**src/rtl/encoder_pkg.sv**
```systemverilog
// Shared constants and helpers for the sequential priority encoder.
package encoder_pkg;

  localparam int MODE_FIXED = 0;
  localparam int MODE_RR    = 1;

  // Index width for n request lines; never below one bit.
  function automatic int idx_width(input int n);
    return (n < 2) ? 1 : $clog2(n);
  endfunction

endpackage

```
**src/rtl/prio_find.sv**
```systemverilog
// Combinational find-first-set over N bits, starting at base and walking
// upward (dir_down=0) or downward (dir_down=1) with wrap-around.
module prio_find
  import encoder_pkg::*;
#(
  parameter int N = 8,
  parameter int W = idx_width(N)
) (
  input  logic [N-1:0] vec,
  input  logic [W-1:0] base,
  input  logic         dir_down,
  output logic         found,
  output logic [W-1:0] idx
);

  int pos;

  // Walk from the farthest offset inward so the nearest set bit wins last.
  always_comb begin
    found = 1'b0;
    idx   = '0;
    pos   = 0;
    for (int k = N - 1; k >= 0; k--) begin
      pos = dir_down ? (int'(base) - k) : (int'(base) + k);
      if (pos < 0)
        pos = pos + N;
      else if (pos >= N)
        pos = pos - N;
      if (vec[W'(pos)]) begin
        found = 1'b1;
        idx   = W'(pos);
      end
    end
  end

endmodule

```
**src/rtl/priority_encoder_seq.sv**
```systemverilog
// Captures request bits into a pending set and issues one encoded index per
// cycle, with fixed-priority or round-robin selection and output backpressure.
module priority_encoder_seq
  import encoder_pkg::*;
#(
  parameter int N         = 8,
  parameter int W         = idx_width(N),
  parameter int ARB_MODE  = MODE_FIXED,
  parameter int MSB_FIRST = 1
) (
  input  logic         clk,
  input  logic         rst,
  input  logic [N-1:0] req_in,
  input  logic         req_valid,
  output logic [W-1:0] out_idx,
  output logic         out_valid,
  input  logic         out_ready,
  output logic [N-1:0] pending,
  output logic         overflow,
  output logic         empty
);

  logic [W-1:0] rr_ptr;
  logic [W-1:0] base;
  logic         dir_down;
  logic         found;
  logic [W-1:0] sel;
  logic         issue;
  logic [N-1:0] issue_mask;
  logic [N-1:0] kept;
  logic [N-1:0] captured;

  generate
    if (ARB_MODE == MODE_RR) begin : g_rr
      assign base     = (rr_ptr == W'(N - 1)) ? '0 : rr_ptr + 1'b1;
      assign dir_down = 1'b0;
    end else if (MSB_FIRST != 0) begin : g_msb
      assign base     = W'(N - 1);
      assign dir_down = 1'b1;
    end else begin : g_lsb
      assign base     = '0;
      assign dir_down = 1'b0;
    end
  endgenerate

  prio_find #(.N(N), .W(W)) u_find (
    .vec      (pending),
    .base     (base),
    .dir_down (dir_down),
    .found    (found),
    .idx      (sel)
  );

  // Selection only sees pending from before the edge; same-edge captures wait.
  assign issue = found && (!out_valid || out_ready);

  always_comb begin
    issue_mask = '0;
    if (issue)
      issue_mask[sel] = 1'b1;
  end

  assign kept     = pending & ~issue_mask;
  assign captured = req_valid ? req_in : '0;

  always_ff @(posedge clk) begin
    if (rst) begin
      pending   <= '0;
      out_idx   <= '0;
      out_valid <= 1'b0;
      overflow  <= 1'b0;
      rr_ptr    <= W'(N - 1);
    end else begin
      // A bit issued and re-captured at the same edge is a fresh request.
      pending  <= kept | captured;
      overflow <= |(captured & kept);
      if (issue) begin
        out_idx   <= sel;
        out_valid <= 1'b1;
        rr_ptr    <= sel;
      end else if (out_valid && out_ready) begin
        out_valid <= 1'b0;
      end
    end
  end

  assign empty = (pending == '0) && !out_valid;

endmodule
```
**config.mk**
```make
export PLATFORM = sky130hd
export DESIGN_NAME = priority_encoder_seq
export DESIGN_NICKNAME = d
export VERILOG_FILES = /design/src/rtl/encoder_pkg.sv /design/src/rtl/prio_find.sv /design/src/rtl/priority_encoder_seq.sv
export SDC_FILE = /design/constraint.sdc
export NUM_CORES = 1
export LEC_CHECK = 0
export CELL_PAD_IN_SITES_DETAIL_PLACEMENT = 2
export CELL_PAD_IN_SITES_GLOBAL_PLACEMENT = 2
export CORE_MARGIN = 2
export CORE_UTILIZATION = 28
export CTS_BUF_LIST = sky130_fd_sc_hd__clkbuf_4 sky130_fd_sc_hd__clkbuf_8 sky130_fd_sc_hd__clkbuf_16
export CTS_CLUSTER_SIZE = 12
export DETAILED_ROUTE_END_ITERATION = 7
export GPL_TIMING_DRIVEN = 1
export PLACE_DENSITY = 0.77
export SYNTH_ARGS = -nofsm -noshare
export SYNTH_HDL_FRONTEND = slang
export SYNTH_HIERARCHICAL = 1
export SYNTH_SLANG_ARGS = --single-unit
```
**constraint.sdc**
```tcl
create_clock -name clk -period 3.16 [get_ports clk]
set_input_delay 0.79 -clock clk [delete_from_list [all_inputs] [get_ports clk]]
set_output_delay 0.79 -clock clk [all_outputs]
set_load 0.05 [all_outputs]
```
# After elaboration in Yosys (flattened, before gate mapping)
# Cells that the tools add are included.
# word_totals
register_bits	13
in_bits	12
# op_classes
order_cmp	2
n_mux	13
bitwise_logic	4
reduce_logical	9
# ops
cell	n
8-bit AND	2
8-bit two-way mux	2
8-bit zero test	1
1-bit two-way mux	8
8-bit inverter	1
8-bit bitwise OR	1
8-bit OR reduction	1
1-bit logical AND	4
3-bit by 4-bit less-than comparator with 1-bit output, second input constant	1
2-bit two-way mux	2
1-bit demux with 3-bit select	1
3-bit by 1-bit >= comparator with 1-bit output, second input constant	1
2-bit nonzero test	1
1-bit zero test	1
1-bit logical OR	1

# Longest topological paths before layout
# logic_depth
ltp_word	12
ltp_mapped	14
mapped_depth_nobuf	12

# Hierarchy
# Netlist, hierarchy kept.
# modules_own_cells
mod	n_inst	cells_per_inst	area_each_um2	seq_area_each_um2
prio_find	1	65	695.7	0.0
priority_encoder_seq	1	70	584.3	260.2

# Worst setup path after synthesis
# Ideal clock, no wire load.
# synth_path
path_kind	register to register
start	reg pending[7]
end	reg overflow
arrival_ns	3.169
path_slack_ns	-0.129
path_stages_with_launch	10
path_buffers	0
synth_period_minus_slack_ns	3.289
cell_sequence	dfxtp_1 mux4_2 mux2_2 or2_0 o32ai_2 mux2_1 o41ai_2 o22a_1 o221ai_2 o31a_1
# synth_via
elab_chain_cells	3
# synth_lines
element	line	source
start: declaration	priority_encoder_seq.sv:18	output logic [N-1:0] pending,
start signal: assignment	priority_encoder_seq.sv:75	pending <= kept | captured;
8-bit AND	priority_encoder_seq.sv:63	assign kept = pending & ~issue_mask;
8-bit AND	priority_encoder_seq.sv:76	overflow <= |(captured & kept);
8-bit OR reduction	priority_encoder_seq.sv:76	
end signal: assignment	priority_encoder_seq.sv:76	
end: declaration	priority_encoder_seq.sv:19	output logic overflow,
# No other way between the ends.
# A chain may end at the register's enable or synchronous reset.

# Final worst setup path
# layout_path
start	reg pending[1]
end	out empty
# layout_via
elab_chain_cells	2
# layout_lines
element	line	source
8-bit zero test	priority_encoder_seq.sv:87	assign empty = (pending == '0) && !out_valid;
1-bit logical AND	priority_encoder_seq.sv:87	
end: declaration	priority_encoder_seq.sv:20	output logic empty
# No other way between the ends.

==> run summary <==
By instance count, the leading cell after synthesis is sky130_fd_sc_hd__nand2_1. The ratio of cells with drive above 1 in the final layout is 28.4%. Clock tree synthesis inserted a total of 3 buffers. Counting flops with an async set or reset pin after synthesis yields a share of 0%.

The number of filler instances in the final layout was 484. The clock skew is 0.00452 ns, and the full die area is 5130 µm². The area growth from synthesis to layout is 44.3%.

The first global-routing pass estimated 7580 µm of wire. The detailed router finished its first iteration with 27 violations. The final weighted congestion of routability-driven global placement was 0.791. The tools report the share of power burned in combinational logic as 63.3%. For the remaining global-route overflow, the log shows 0.

Number of slew-limit violations in the final report: 0. The HPWL after detailed placement is 3530 µm. The count of warnings emitted by yosys is 6. The worst setup path is captured at an output pin. The total routing usage reported by global routing is 18.7%, and the count of state elements after synthesis is 13. In this run the remaining antenna-violating nets after routing total 0.

The run gives 198 as the net count reported at finish. The most numerous cell type found on the critical path is sky130_fd_sc_hd__nor4_1. Synthesis handed over a netlist of 135 instances. The worst setup margin is -0.0404 ns. Once layout is done, the placed cells without fillers occupy 1850 µm².

The tools report the total number of H-tree levels as 1. In this run the vertical extent of the chip is 71.6 µm. At the pin with the least slew margin, the transition time is 0.878 ns. In this run, synthesis inferred 0 flip-flops with an integrated enable. Walking the worst path, the cells encountered are buf_4, nor4_1, nand2_1, nor4_1, clkdlybuf4s50_1. Across the run, the number of max-cap violations was 0. Counting both buffers and inverters, the worst setup path holds a total of 2.

The tools report the highest achievable clock rate as 312 MHz. The pin count of the biggest net entering global routing came out at 14. The run gives 20.3% as the register area share after synthesis.

The minimum clock period after layout is 3.20 ns, and the number of library cell types mapped by synthesis is 51. The count of final hold-check violations was 0. VDD sags by at most 283 µV.

At the later pin of the worst-skew pair, clock insertion delay measures 0.25 ns. After floorplanning, the core was divided into 24 placement rows. On the worst path, the slowest cell contributes a delay of 0.89 ns. The post-synthesis area per instance is 9.48 µm². The run gives 16.4% as the part of the power in the clock network. Gate family responsible for the most delay along the worst path: buffers and inverters. Wire length reported by the detailed router: 4780 µm.

No sink is reached through more buffers than the 2 on the longest clock path. For this run, design rule violations remaining after detail routing come to 0. The clock net in this run drives a total of 13 sinks.

Clock-pin slew was measured on the worst setup and hold paths at 0.06 ns. TritonCTS built the clock tree. Hold timing on the final database bottoms out at a slack of 0.470 ns. Among all stages on the critical path, the largest delay is contributed by sky130_fd_sc_hd__clkdlybuf4s50_1. STA puts the critical path data required time at 2.37 ns.

Startpoint type of the worst setup path: a flop. The final reports fail on negative setup slack. Sorting the synthesized cells by area gives the leading types as sky130_fd_sc_hd__dfxtp_1, sky130_fd_sc_hd__mux4_2, sky130_fd_sc_hd__nand2_1. The cell area that synthesis handed to floorplanning was 1280 µm².

The tree is rooted in a sky130_fd_sc_hd__clkbuf_8. Of all nets on the critical path, the largest fanout is 5. The worst hold path belongs to the class flop to flop.

The top cell type by area accounts for 20.3% of the synthesized area. For this configuration, the core starts out at a cell density of 29.2%. 0 antenna diodes ended up in the layout.

The initial antenna violation count is 0. The tools report the number of vias after detailed routing as 1309. The switching power summed over all nets was 0.000452 W. For flop-to-flop paths, the worst setup slack is 0.02 ns. The horizontal die dimension is 71.6 µm, and the worst relative slew slack is 41.5%. Hold repair after CTS inserted 0 buffers. Signal arrival time at the worst endpoint: 2.41 ns.

For the post-placement cell area, the log shows 1690 µm². For the first-pass iteration count of the detailed router, the log shows 4. The part of the cycle the worst path needs was 101%; the routed via count divided by cell count was 5.57. The via count of the first global-routing pass was 1499.

The internal portion of the total power is 0.000553 W. The biggest area contributor in the post-synthesis netlist is sky130_fd_sc_hd__dfxtp_1. In the synthesized netlist the dominant register cell turns out to be sky130_fd_sc_hd__dfxtp_1. Per report_power, the sequential group accounts for 20.3% of the total. Dividing total power by cell area gives a power density of 544 nW/µm². The worst setup path is of the flop to output pin kind.

The proportion of total power due to net switching works out to 45.0%. The commonest cells after synthesis are sky130_fd_sc_hd__nand2_1, sky130_fd_sc_hd__a21oi_1, sky130_fd_sc_hd__dfxtp_1, sky130_fd_sc_hd__nor2_1. The run gives 1 as the number of setup violations in the final report.

The run finished, with violations left. Cells fill 42.1% of the core in the end. The tools report the leakage power figure as 0.774 nW.

The core region is 4380 µm². 26 I/O pins were placed. The port buffer count came out at 25.

The wire length per cell after detailed routing came out at 20.3 µm.
==> layer usage <==
metal	GRT usage (%)	part of all wire (%)	vias to the layer above
li1	-	-	609
met1	22.6	42	672
met2	36.1	55	21
met3	1.97	2.1	7
met4	3.14	1.2	0
met5	0	0	-
==> worst paths after layout <==
check	start	endpoint	cells past startpoint
hold reg to reg	out_idx[1]	out_idx[1]	2
setup / recovery	pending[1]	empty	5
setup reg to reg	pending[4]	overflow	10
hold / removal	out_idx[1]	out_idx[1]	2
==> area by class of cell <==
cell class / instances / area (µm²) / area share (%)
inverter: 4 / 15.0 / 0.813
tap: 52 / 65.1 / 3.52
clock buffer: 4 / 48.8 / 2.64
multi-input combinational: 116 / 1050 / 56.7
sequential: 13 / 263 / 14.2
timing repair buffer: 46 / 408 / 22.1
==> power groups by stage <==
stage / combinational [W] / sequential (W) / clock, W
after detailed placement: 0.000539 / 0.000207 / 0
after floorplan: 0.000287 / 0.000289 / 0
final: 0.000635 / 0.000204 / 0.000164
after global routing: 0.000679 / 0.000207 / 0.000177
after CTS: 0.000549 / 0.000204 / 0.000169
after global placement: 0.000524 / 0.000205 / 0
==> cell families (layout without fill, tap and decap cells) <==
group | Yosys count | in the layout | synth area share [%]
AOI/OAI and AO/OA | 38 | 38 | 23.4
xor gates and xnor gates | 4 | 4 | 7.23
adders and majority gates | 2 | 2 | 3.13
buffers and inverters | 12 | 54 | 4.98
DFF | 13 | 13 | 20.3
muxes | 17 | 17 | 22.6
other | 1 | 7 | 0.293
and+or+nand+nor | 48 | 48 | 18.1
==> worst reg2reg max path, delay by kind of cell (launching register included) <==
family | cells | cell delay (ns)
flip-flops | 1 | 0.31
AND/OR/NAND/NOR | 2 | 0.43
buffers and inverters | 1 | 0.14
multiplexers | 3 | 1.06
AO/OA/AOI/OAI | 4 | 1.07
==> registers in the layout (all words and copies together) (netlist names) <==
name	count
overflow	1
pending	8
out_valid	1
out_idx	3
==> layout by cell type (no fill, tap or decap), types with 2 or more instances in the layout <==
master	synthesis	routed
sky130_fd_sc_hd__nand2b_1	6	5
sky130_fd_sc_hd__o31ai_1	2	2
sky130_fd_sc_hd__clkdlybuf4s50_1	0	25
sky130_fd_sc_hd__clkbuf_8	0	3
sky130_fd_sc_hd__nor2_1	7	6
sky130_fd_sc_hd__nand3_1	5	5
sky130_fd_sc_hd__mux2i_1	3	2
sky130_fd_sc_hd__mux2_2	4	4
sky130_fd_sc_hd__a21oi_1	13	13
sky130_fd_sc_hd__inv_1	4	4
sky130_fd_sc_hd__mux4_2	6	7
sky130_fd_sc_hd__xor3_1	2	2
sky130_fd_sc_hd__conb_1	1	7
sky130_fd_sc_hd__mux2_4	1	2
sky130_fd_sc_hd__fa_1	2	2
sky130_fd_sc_hd__nand2_1	19	19
sky130_fd_sc_hd__nor2b_1	2	2
sky130_fd_sc_hd__dfxtp_1	13	11
sky130_fd_sc_hd__xnor3_1	2	2
sky130_fd_sc_hd__buf_4	0	21
sky130_fd_sc_hd__nor4_1	3	3
sky130_fd_sc_hd__dfxtp_2	0	2
sky130_fd_sc_hd__o22ai_1	2	2
==> timing repair <==
action                     in CTS  in global routing
gates resized for setup         1                 11
setup endpoints to repair       1                  1
buffers inserted                0                  5
pin swaps                       0                  3
==> through the flow <==
step	total power, W	worst slack [ns]	std cells	TNS (ns)
after global routing	0.00106	-0.176	235	-0.232
after floorplan	0.000576	0.0219	141	0
final	0.00100	-0.0404	235	-0.0404
after global placement	0.000730	0.113	226	0
after CTS	0.000922	0.00312	230	0
after detailed placement	0.000746	-0.0346	226	-0.0346
(Power assumes the default switching activity.)
